[config.mk]
export PLATFORM = sky130hd
export DESIGN_NAME = fir_output_stage
export DESIGN_NICKNAME = d
export VERILOG_FILES = /design/src/rtl/fir_output_stage.sv
export SDC_FILE = /design/constraint.sdc
export NUM_CORES = 1
export LEC_CHECK = 0
export CELL_PAD_IN_SITES_DETAIL_PLACEMENT = 1
export CELL_PAD_IN_SITES_GLOBAL_PLACEMENT = 2
export CORE_MARGIN = 2
export CORE_UTILIZATION = 41
export CTS_CLUSTER_SIZE = 14
export DETAILED_ROUTE_END_ITERATION = 10
export PLACE_DENSITY_LB_ADDON = 0.08
export SYNTH_ARGS = -nofsm -noshare
export SYNTH_HDL_FRONTEND = slang
export SYNTH_SLANG_ARGS = --single-unit
export TNS_END_PERCENT = 20
[constraint.sdc]
create_clock -name clk -period 5.4 [get_ports clk]
set_input_delay 0.81 -clock clk [delete_from_list [all_inputs] [get_ports clk]]
set_output_delay 0.81 -clock clk [all_outputs]
set_load 0.01 [all_outputs]
[src/rtl/fir_output_stage.sv]
// fir_output_stage: rounds and saturates FIR accumulator sums, then buffers them in a
// first-word-fall-through FIFO that drops and counts samples when it cannot accept them.
module fir_output_stage #(
    parameter int TAPS = 401,
    parameter int MULTBITS = 32,
    parameter int OUTBITS = 16,
    parameter int SHIFT = 15,
    parameter int DEPTH = 4,
    localparam int ACCUBITS = MULTBITS + $clog2(TAPS),
    localparam int LW = $clog2(DEPTH + 1)
) (
    input  logic                clk,
    input  logic                rst,
    input  logic                in_valid,
    input  logic [ACCUBITS-1:0] in_sum,
    output logic                out_valid,
    input  logic                out_ready,
    output logic [OUTBITS-1:0]  out_data,
    output logic                out_sat,
    output logic [LW-1:0]       level,
    output logic                ovf,
    output logic [15:0]         drop_count,
    input  logic                clr_ovf
);
    localparam int AW = $clog2(DEPTH);
    localparam logic signed [ACCUBITS:0] HALF = {{ACCUBITS{1'b0}}, 1'b1} << (SHIFT - 1);
    localparam logic signed [ACCUBITS:0] OMAX = {{(ACCUBITS - OUTBITS + 2){1'b0}}, {(OUTBITS - 1){1'b1}}};
    localparam logic signed [ACCUBITS:0] OMIN = ~OMAX;

    logic                       v1_q, v1_d, v2_q, v2_d, s2_q, s2_d, ovf_q, ovf_d;
    logic signed [ACCUBITS:0]   r1_q, r1_d, sum_x;
    logic [OUTBITS-1:0]         d2_q, d2_d;
    logic [AW-1:0]              wr_q, wr_d, rd_q, rd_d;
    logic [LW-1:0]              level_q, level_d;
    logic [15:0]                cnt_q, cnt_d;
    logic [OUTBITS:0]           mem [DEPTH];
    logic [OUTBITS:0]           head;
    logic                       pop, push, drop;

    // One extra bit of headroom keeps the half-LSB add from wrapping at the top of range.
    always_comb begin
        sum_x = {in_sum[ACCUBITS-1], in_sum};
        v1_d = in_valid;
        r1_d = in_valid ? (sum_x + HALF) >>> SHIFT : r1_q;
        v2_d = v1_q;
        d2_d = r1_q > OMAX ? OMAX[OUTBITS-1:0] : r1_q < OMIN ? OMIN[OUTBITS-1:0] : r1_q[OUTBITS-1:0];
        s2_d = (r1_q > OMAX) || (r1_q < OMIN);
    end

    // A full FIFO still accepts a write when the head leaves on the same edge.
    always_comb begin
        head = mem[rd_q];
        pop = out_valid && out_ready;
        push = v2_q && (level_q != LW'(DEPTH) || pop);
        drop = v2_q && !push;
        wr_d = wr_q + AW'(push);
        rd_d = rd_q + AW'(pop);
        level_d = level_q + LW'(push) - LW'(pop);
        ovf_d = !clr_ovf && (ovf_q || drop);
        cnt_d = clr_ovf ? '0 : (drop && cnt_q != 16'hFFFF) ? cnt_q + 16'd1 : cnt_q;
    end

    always_ff @(posedge clk or posedge rst) begin
        if (rst) begin
            v1_q <= 1'b0;
            r1_q <= '0;
            v2_q <= 1'b0;
            d2_q <= '0;
            s2_q <= 1'b0;
            wr_q <= '0;
            rd_q <= '0;
            level_q <= '0;
            ovf_q <= 1'b0;
            cnt_q <= '0;
        end else begin
            v1_q <= v1_d;
            r1_q <= r1_d;
            v2_q <= v2_d;
            d2_q <= d2_d;
            s2_q <= s2_d;
            wr_q <= wr_d;
            rd_q <= rd_d;
            level_q <= level_d;
            ovf_q <= ovf_d;
            cnt_q <= cnt_d;
        end
    end

    always_ff @(posedge clk) begin
        if (push) mem[wr_q] <= {s2_q, d2_q};
    end

    assign out_valid = level_q != '0;
    assign out_data = out_valid ? head[OUTBITS-1:0] : '0;
    assign out_sat = out_valid && head[OUTBITS];
    assign level = level_q;
    assign ovf = ovf_q;
    assign drop_count = cnt_q;
endmodule

==> run metrics <==
initial DRC count=185; IO Port Bufs=69; Net count, final=579; Critical Path Source Type=flop; r2r startpoint=level[1]; worst path arrival time=2770 ps; WP data required=4590 ps; RePlAce Congestion=0.761; switch share=27.3%; Die Y=125 um; worst skew pair latency=410 ps; setup TNS=0 ps; CTS max path bufs=2; Mapped Area=6030 um2; VDD IR-drop max=230 uV; power per cell area=452 nW/um2; CP Capture Type=output port; final wirelength=12500 um; Starting Density=41.7%; Hold Startpoint=v1_q; WL per Instance=17.3 um; synthesized instance count=453; post-DP HPWL=8470 um; vias per inst=5.32; number of H-tree levels=4; total CTS buffers=17; fmax=280 MHz; period utilization=66.2%; Post-Place Cells=691; fin worst setup slack=1820 ps; Power Total=3.39 mW; vias in the first global route=4048; hold_buf cts=0; slew of the pin with the lowest slew margin=1100 ps; P_sw=0.926 mW; design area=7510 um2; RR Endpoint=level[2]; relative slew slack=26.9%; post-synthesis cell type count=42; post-CTS setup buffer count=0; Tmin final=3580 ps; Hold WS=358 ps; hold path cells=0; Synth warnings=0; logic gate share of total power=23.7%; dpl cell area=6930 um2; Core Util, Final=51.9%; Remaining DRCs=0; row count=44; GR Overflow Total=0; Net Count, Synth=506; reg-to-reg slack, setup=2970 ps; clk sinks=138; most frequent cells in the layout=dfrtp_1, clkdlybuf4s50_1, edfxtp_1; RSZ-0062 raised after global routing=no; layout cells sized above 1=13.9%; Worst setup startpoint=rd_q[0]; Mean Syn Cell Area=13.3 um2; most common cell after layout, fill and taps aside=dfrtp_1; crit-path max FO=18; Worst Hold Class=reg -> reg; worst slack at placement=2140 ps; Worst Hold Path EP=v2_q; Synth Register Bits=138; Clock Power Share=33.2%; synthesis-to-layout area growth=24.5%; Vias=3846; Int Power=2.46 mW; CTS tree=done; drt first pass iters=4; final slew viol count=0; GRT Resource Usage Total=16.9%; number of routed nets with antenna violations=0; sequential group share of total power=43.2%; Die ar.=15700 um2; Final Hold Viols=0; Register-to-Register Path Depth=8; Core Area=14500 um2; post_cts resized=0; initial antenna violation count=0; Crit Path Class=reg -> out; Max Cap Violations=0; status=complete, no violations; final count of negative-setup-slack endpoints=0; Non-Filler Instances=723; Ports=84; largest net degree at the start of global routing=55; Final Skew=14.0 ps; post-synthesis sequential area ratio=62.9%; Clock transition at path regs=60 ps; first-pass GRT wire length=20800 um; Leak Pwr=2.68 nW; Root Buffer=clkbuf_16; width of the die=125 um; number of diodes=0
[cell families after synthesis]
family,synth area share [%]
adder cells (fa/ha/maj),1.58
buffers and inverters,2.47
XOR/XNOR,2.47
AO/OA/AOI/OAI,7.51
flip-flops,62.9
AND/OR/NAND/NOR,14.7
multiplexers,8.38
[synthesized netlist by cell type]
| cell | n | share of area [%] |
|---|---|---|
| a41oi_1 | 1 | 0.15 |
| a31oi_1 | 13 | 1.3 |
| buf_6 | 1 | 0.19 |
| dfrtp_1 | 70 | 29 |
| or4_4 | 2 | 0.37 |
| nor4b_4 | 1 | 0.39 |
| nand2b_1 | 5 | 0.52 |
| nand4_1 | 10 | 1.0 |
| nand3_2 | 2 | 0.33 |
| nor4_1 | 10 | 1.0 |
| edfxtp_1 | 68 | 34 |
| buf_4 | 1 | 0.12 |
| and4_1 | 3 | 0.44 |
| ha_1 | 6 | 1.2 |
| nor2b_1 | 25 | 2.6 |
| xnor2_1 | 14 | 2.0 |
| mux4_2 | 17 | 6.3 |
| mux2i_1 | 1 | 0.17 |
| a211oi_1 | 2 | 0.25 |
| nor3_1 | 9 | 0.75 |
| nor3b_1 | 2 | 0.25 |
| inv_1 | 16 | 1.0 |
| clkbuf_1 | 15 | 0.93 |
| nand3_1 | 13 | 1.1 |
| or4_1 | 10 | 1.2 |
| nor4b_1 | 1 | 0.15 |
| o31ai_1 | 12 | 1.5 |
| nand2_1 | 15 | 0.93 |
| xor2_1 | 3 | 0.44 |
| buf_1 | 1 | 0.062 |
| o211ai_1 | 1 | 0.12 |
| buf_2 | 2 | 0.17 |
| and3_1 | 2 | 0.21 |
| nand4_2 | 1 | 0.21 |
| a21oi_1 | 18 | 1.5 |
| o311ai_0 | 2 | 0.29 |
| or3_1 | 7 | 0.73 |
| mux2_2 | 10 | 1.9 |
| o21ai_0 | 6 | 0.50 |
| nor2_1 | 39 | 2.4 |
| fa_1 | 1 | 0.33 |
| o21a_1 | 15 | 1.9 |
[power groups by stage]
| stage | logic (mW) | registers [mW] | clock network (mW) |
|---|---|---|---|
| floorplan | 0.504 | 1.39 | 0 |
| global placement | 0.803 | 1.47 | 0 |
| detailed placement | 0.819 | 1.49 | 0 |
| CTS | 0.826 | 1.47 | 1.15 |
| global route | 0.878 | 1.49 | 1.20 |
| finish | 0.803 | 1.46 | 1.12 |
[worst max-delay path by stage]
stage / end / slack (ps)
2_1_floorplan: mem[1][0] / 2590
3_3_place_gp: out_data[0] / 2140
3_5_place_dp: out_data[0] / 2140
4_1_cts: out_data[0] / 1700
5_1_grt: out_data[0] / 1600
6_report: out_data[0] / 1820
[layout make-up]
| type | count | area (um2) |
|---|---|---|
| Clock buffer | 18 | 439 |
| Clock inverter | 14 | 145 |
| Fill cell | 1477 | 6970 |
| Inverter | 16 | 60.1 |
| Multi-Input combinational cell | 279 | 2120 |
| Sequential cell | 138 | 3790 |
| Tap cell | 184 | 230 |
| Timing Repair Buffer | 74 | 723 |
[sequential cells by signal, indices dropped and copies added, names as in the netlist]
signal      flops
d2_q           16
wr_q            2
ovf             1
drop_count     16
level           3
v2_q            1
rd_q            2
mem            68
s2_q            1
r1_q           27
v1_q            1
[per-layer routing]
| metal | vias to the layer above | track usage (%) | wire length [um] |
|---|---|---|---|
| met3 | 7 | 4.15 | 515 |
| met4 | 0 | 5.03 | 125 |
| met5 | - | 0 | 0 |
| met2 | 82 | 27.7 | 6260 |
| li1 | 1847 | - | - |
| met1 | 1910 | 22.5 | 5600 |
[worst max-delay path, cell delays in order (launching register included)]
cell and delay, ps:
dfrtp_1 1060, mux4_2 650, nor2b_1 150, clkdlybuf4s50_1 490
No activity file was read; power rests on OpenSTA's default activity.
